## src/rtl/mac_checker_pkg.sv

```systemverilog
// Shared control codes, frame field offsets, CRC constants and FSM encoding for the
// MII receive-side frame checker.
package mac_checker_pkg;

  localparam logic [7:0] CODE_IDLE     = 8'h07;
  localparam logic [7:0] CODE_START    = 8'hFB;
  localparam logic [7:0] CODE_TERM     = 8'hFD;
  localparam logic [7:0] CODE_PREAMBLE = 8'h55;
  localparam logic [7:0] CODE_SFD      = 8'hD5;

  localparam logic [15:0] OFF_SFD     = 16'd7;
  localparam logic [15:0] OFF_DA      = 16'd8;
  localparam logic [15:0] OFF_SA      = 16'd14;
  localparam logic [15:0] OFF_LT      = 16'd20;
  localparam logic [15:0] OFF_PAYLOAD = 16'd22;

  localparam logic [15:0] MAX_LEN_FIELD = 16'd1500;
  localparam logic [15:0] TYPE_MIN      = 16'h0600;
  localparam logic [15:0] MIN_PAYLOAD   = 16'd46;
  localparam logic [15:0] HDR_FCS_BYTES = 16'd18;

  localparam logic [31:0] CRC_INIT    = 32'hFFFFFFFF;
  localparam logic [31:0] CRC_POLY    = 32'h04C11DB7;
  localparam logic [31:0] CRC_RESIDUE = 32'hC704DD7B;

  typedef enum logic [2:0] {IDLE, PREAMBLE, HEADER, PAYLOAD, DROP} state_t;

  // Register kept MSB-first; bytes enter LSB-first, which gives the reflected CRC32.
  function automatic logic [31:0] crc32_byte(input logic [31:0] crc, input logic [7:0] b);
    logic [31:0] c;
    c = crc;
    for (int i = 0; i < 8; i++) begin
      if (c[31] ^ b[i]) c = {c[30:0], 1'b0} ^ CRC_POLY;
      else              c = {c[30:0], 1'b0};
    end
    return c;
  endfunction

endpackage

```

## src/rtl/mac_crc32_lanes.sv

```systemverilog
// Folds up to NUM_LANES enabled bytes (lane 0 first) into a running CRC32.
// Purely combinational; disabled lanes pass the CRC through unchanged.
module mac_crc32_lanes import mac_checker_pkg::*; #(
  parameter int NUM_LANES = 8
) (
  input  logic [31:0]            crc_in,
  input  logic [8*NUM_LANES-1:0] data,
  input  logic [NUM_LANES-1:0]   lane_en,
  output logic [31:0]            crc_out
);

  logic [31:0] chain [NUM_LANES+1];

  assign chain[0] = crc_in;

  for (genvar k = 0; k < NUM_LANES; k++) begin : g_lane
    assign chain[k+1] = lane_en[k] ? crc32_byte(chain[k], data[8*k +: 8]) : chain[k];
  end

  assign crc_out = chain[NUM_LANES];

endmodule

```

## config.mk

```make
export PLATFORM = sky130hd
export DESIGN_NAME = mac_crc32_lanes
export DESIGN_NICKNAME = d
export VERILOG_FILES = /design/src/rtl/mac_checker_pkg.sv /design/src/rtl/mac_crc32_lanes.sv
export SDC_FILE = /design/constraint.sdc
export NUM_CORES = 1
export LEC_CHECK = 0
export CORE_MARGIN = 2
export CORE_UTILIZATION = 35
export DETAILED_ROUTE_END_ITERATION = 6
export DONT_BUFFER_PORTS = 1
export PLACE_DENSITY_LB_ADDON = 0.2
export SYNTH_ARGS = -nofsm -noshare
export SYNTH_HDL_FRONTEND = slang
export SYNTH_SLANG_ARGS = --single-unit
```

## constraint.sdc

```tcl
create_clock -name vclk -period 16.1
set_input_delay 3.22 -clock vclk [all_inputs]
set_output_delay 3.22 -clock vclk [all_outputs]
set_load 0.005 [all_outputs]
```

==> flow_summary.ini <==
[place]
globalplace.congestion = 0.840
io_buffer_count = 0
placement.cell_area_sq_um = 12900
dpl.hpwl_um = 33200
place.detailed.instances = 1754

[worst_setup_path]
critPathLaunch = data[3]
timing.critical_path.from_type = primary input
cp_data_required_time_ns = 12.88
critPathCapture = crc_out[13]
worstSetupPathType = primary input to output port
crit_arrival_ns = 12.34
kind_of_end_point_of_the_critical_path = output port
worst-path-max-fanout = 17

[grt]
grt_max_degree = 63
global_router_s_overall_resource_usage = 0.210
grt_overflow_total = 0
first_global_vias = 9267
grt_pass1_wl_um = 58400
antenna_violations_before_repair = 0

[cells_and_area]
fin_cells = 1754
antenna_cells = 0
area.sequential_sq_um = 0
drive_above_1_share = 0.132
postLayoutCoreUtil = 0.373
finish.net_count = 1405
flops_and_latches = 0
final_std_cell_area_no_fill_sq_um = 12900
final.clkbuf_count = 0
area_growth_pct = 4.98

[synth]
post_synth_and_or_nand_nor_area_fraction = 0.146
post_synth_fa_ha_maj_area_fraction = 0
synth.area.top_cells = sky130_fd_sc_hd__xnor3_1 21%, sky130_fd_sc_hd__xnor2_1 18%, sky130_fd_sc_hd__mux2i_1 8.0%
synth.mux.area_fraction = 0.120
post_synth_xor_area_fraction = 0.568
post_synth_most_frequent_cells = 252 x sky130_fd_sc_hd__xnor2_1, 114 x sky130_fd_sc_hd__xnor3_1, 111 x sky130_fd_sc_hd__nor2_1, 98 x sky130_fd_sc_hd__mux2i_1, 89 x sky130_fd_sc_hd__xor2_1
syn_area_per_cell_sq_um = 9.26
yosysWarningCount = 0
library_cell_with_the_largest_summed_area_after_synthesis = sky130_fd_sc_hd__xnor3_1
synth_top_family_by_area = XOR/XNOR gates
synthesis.area_sq_um = 12300
fraction_of_the_mapped_netlist_area_in_compound_gates = 0.139
synthesis.instances = 1326
synth_cell_type_count = 87
synthDominantCellAreaShare = 0.209
syn_nets = 1430
post-synth-top-count-cell = sky130_fd_sc_hd__xnor2_1
proportion_of_synthesized_chip_area_in_sequential_cells = 0

[drt]
drtIter0Drc = 598
drt-vias-per-instance = 5.45
remaining_drc_errors = 0
tritonroute_pass_1_iters = 5
via_count = 9559
final_routed_wire_length_divided_by_cell_count_um = 22.3
postRouteAntennaNets = 0
wirelength_um = 39100

[cts]
cts.hold.buffers_added = 0
cts_post_setup_buffers_inserted = 0
post_cts_resize_count = 0

[timing]
post-route-period-util = 0.966
report.final.slew_viol_count = 0
setup_violations = 0
timing.final.hold_violations = 0
max_freq_mhz = 64.3
rsz_0062_raised_after_global_routing = no
final_period_minus_worst_setup_slack_ns = 15.56
max_slew.worst_pin.slew_ns = 0.969
timing.max_slew.rel_slack = 0.351
final.setup.tns_ns = 0

[die]
initial_core_util = 0.355
fp.coreArea_sq_um = 34500
area_of_the_die_sq_um = 36600
boundaryPins = 136
die_h_um = 191
dieWidth_um = 191
rows = 68

[outcome]
run_status = finished clean

[hold_path]
worstHoldPathType = primary input to output port

[job]
cap_violations = 0
worst min-delay path by stage:
stage | startpoint | endpoint | slack, ns | cells after the start
detailed placement | lane_en[7] | crc_out[7] | 6.52 | 1
global route | lane_en[7] | crc_out[7] | 6.53 | 1
CTS | lane_en[7] | crc_out[7] | 6.51 | 1
floorplan | lane_en[7] | crc_out[14] | 6.66 | 2
global placement | lane_en[7] | crc_out[7] | 6.52 | 1
finish | lane_en[7] | crc_out[30] | 6.51 | 1
worst max-delay path, stage by stage:
cell and delay (ns):
sky130_fd_sc_hd__xor2_1 0.17, sky130_fd_sc_hd__xnor3_2 0.54, sky130_fd_sc_hd__or4b_1 0.51, sky130_fd_sc_hd__nand4_2 0.28, sky130_fd_sc_hd__xnor3_1 0.51, sky130_fd_sc_hd__mux2i_4 0.26
sky130_fd_sc_hd__xnor2_1 0.27, sky130_fd_sc_hd__xnor3_1 0.40, sky130_fd_sc_hd__xnor3_1 0.25, sky130_fd_sc_hd__o211ai_1 0.32, sky130_fd_sc_hd__nand2_2 0.24, sky130_fd_sc_hd__xnor3_1 0.48
sky130_fd_sc_hd__mux2i_4 0.13, sky130_fd_sc_hd__xnor2_2 0.79, sky130_fd_sc_hd__a211oi_1 0.15, sky130_fd_sc_hd__a2111o_1 0.46, sky130_fd_sc_hd__nor3_4 0.20, sky130_fd_sc_hd__xor3_1 0.44
sky130_fd_sc_hd__mux2i_2 0.34, sky130_fd_sc_hd__xnor3_2 0.53, sky130_fd_sc_hd__xor2_4 0.26, sky130_fd_sc_hd__mux2i_1 0.31, sky130_fd_sc_hd__nand4_4 0.28, sky130_fd_sc_hd__xnor2_4 0.35
sky130_fd_sc_hd__xnor3_1 0.36, sky130_fd_sc_hd__mux2i_1 0.27
cell families after synthesis:
kind of cell,Yosys count
muxes,132
buffers and inverters,83
and+or+nand+nor,343
xor gates and xnor gates,522
AOI/OAI and AO/OA,246
through the flow:
step | hold slack, ns | worst slack [ns]
2_1_floorplan | 6.66 | 1.49
3_3_place_gp | 6.52 | 0.648
3_5_place_dp | 6.52 | 0.560
4_1_cts | 6.51 | 0.547
5_1_grt | 6.53 | 0.0305
6_report | 6.51 | 0.541
metal layers:
metal,global-route usage,share of wire
met1,0.300,0.47
met2,0.353,0.46
met3,0.0235,0.060
met4,0.0166,0.0088
met5,0,0
area by class of cell:
| type | count | area, sq um |
|---|---|---|
| fill | 3545 | 21700 |
| inverter | 12 | 45.0 |
| multi-input combinational | 1243 | 11900 |
| tap | 455 | 569 |
| timing repair buffer | 44 | 330 |
layout by cell type, fill, tap and decap left out, types with 8 or more instances in the layout:
master                       n
sky130_fd_sc_hd__a211o_1     8
sky130_fd_sc_hd__a211oi_1   12
sky130_fd_sc_hd__a21o_1     14
sky130_fd_sc_hd__a21oi_1    85
sky130_fd_sc_hd__a31oi_1     8
sky130_fd_sc_hd__and2_1     14
sky130_fd_sc_hd__buf_4      44
sky130_fd_sc_hd__inv_1       9
sky130_fd_sc_hd__mux2_2     20
sky130_fd_sc_hd__mux2i_1    98
sky130_fd_sc_hd__mux2i_4     9
sky130_fd_sc_hd__nand2_1    70
sky130_fd_sc_hd__nand2b_1   11
sky130_fd_sc_hd__nand3_1    21
sky130_fd_sc_hd__nand4_1    10
sky130_fd_sc_hd__nor2_1    111
sky130_fd_sc_hd__nor3_1     13
sky130_fd_sc_hd__nor3b_1    13
sky130_fd_sc_hd__nor4_1      8
sky130_fd_sc_hd__o211a_1    10
sky130_fd_sc_hd__o211ai_1   11
sky130_fd_sc_hd__o21ai_0    43
sky130_fd_sc_hd__or3_1      17
sky130_fd_sc_hd__xnor2_1   252
sky130_fd_sc_hd__xnor2_2    24
sky130_fd_sc_hd__xnor2_4    11
sky130_fd_sc_hd__xnor3_1   114
sky130_fd_sc_hd__xor2_1     89
sky130_fd_sc_hd__xor3_1     18
Power is left out: the tool's default activity adds up to more than one toggle a clock period on the data nets, which glitch-free logic cannot reach.
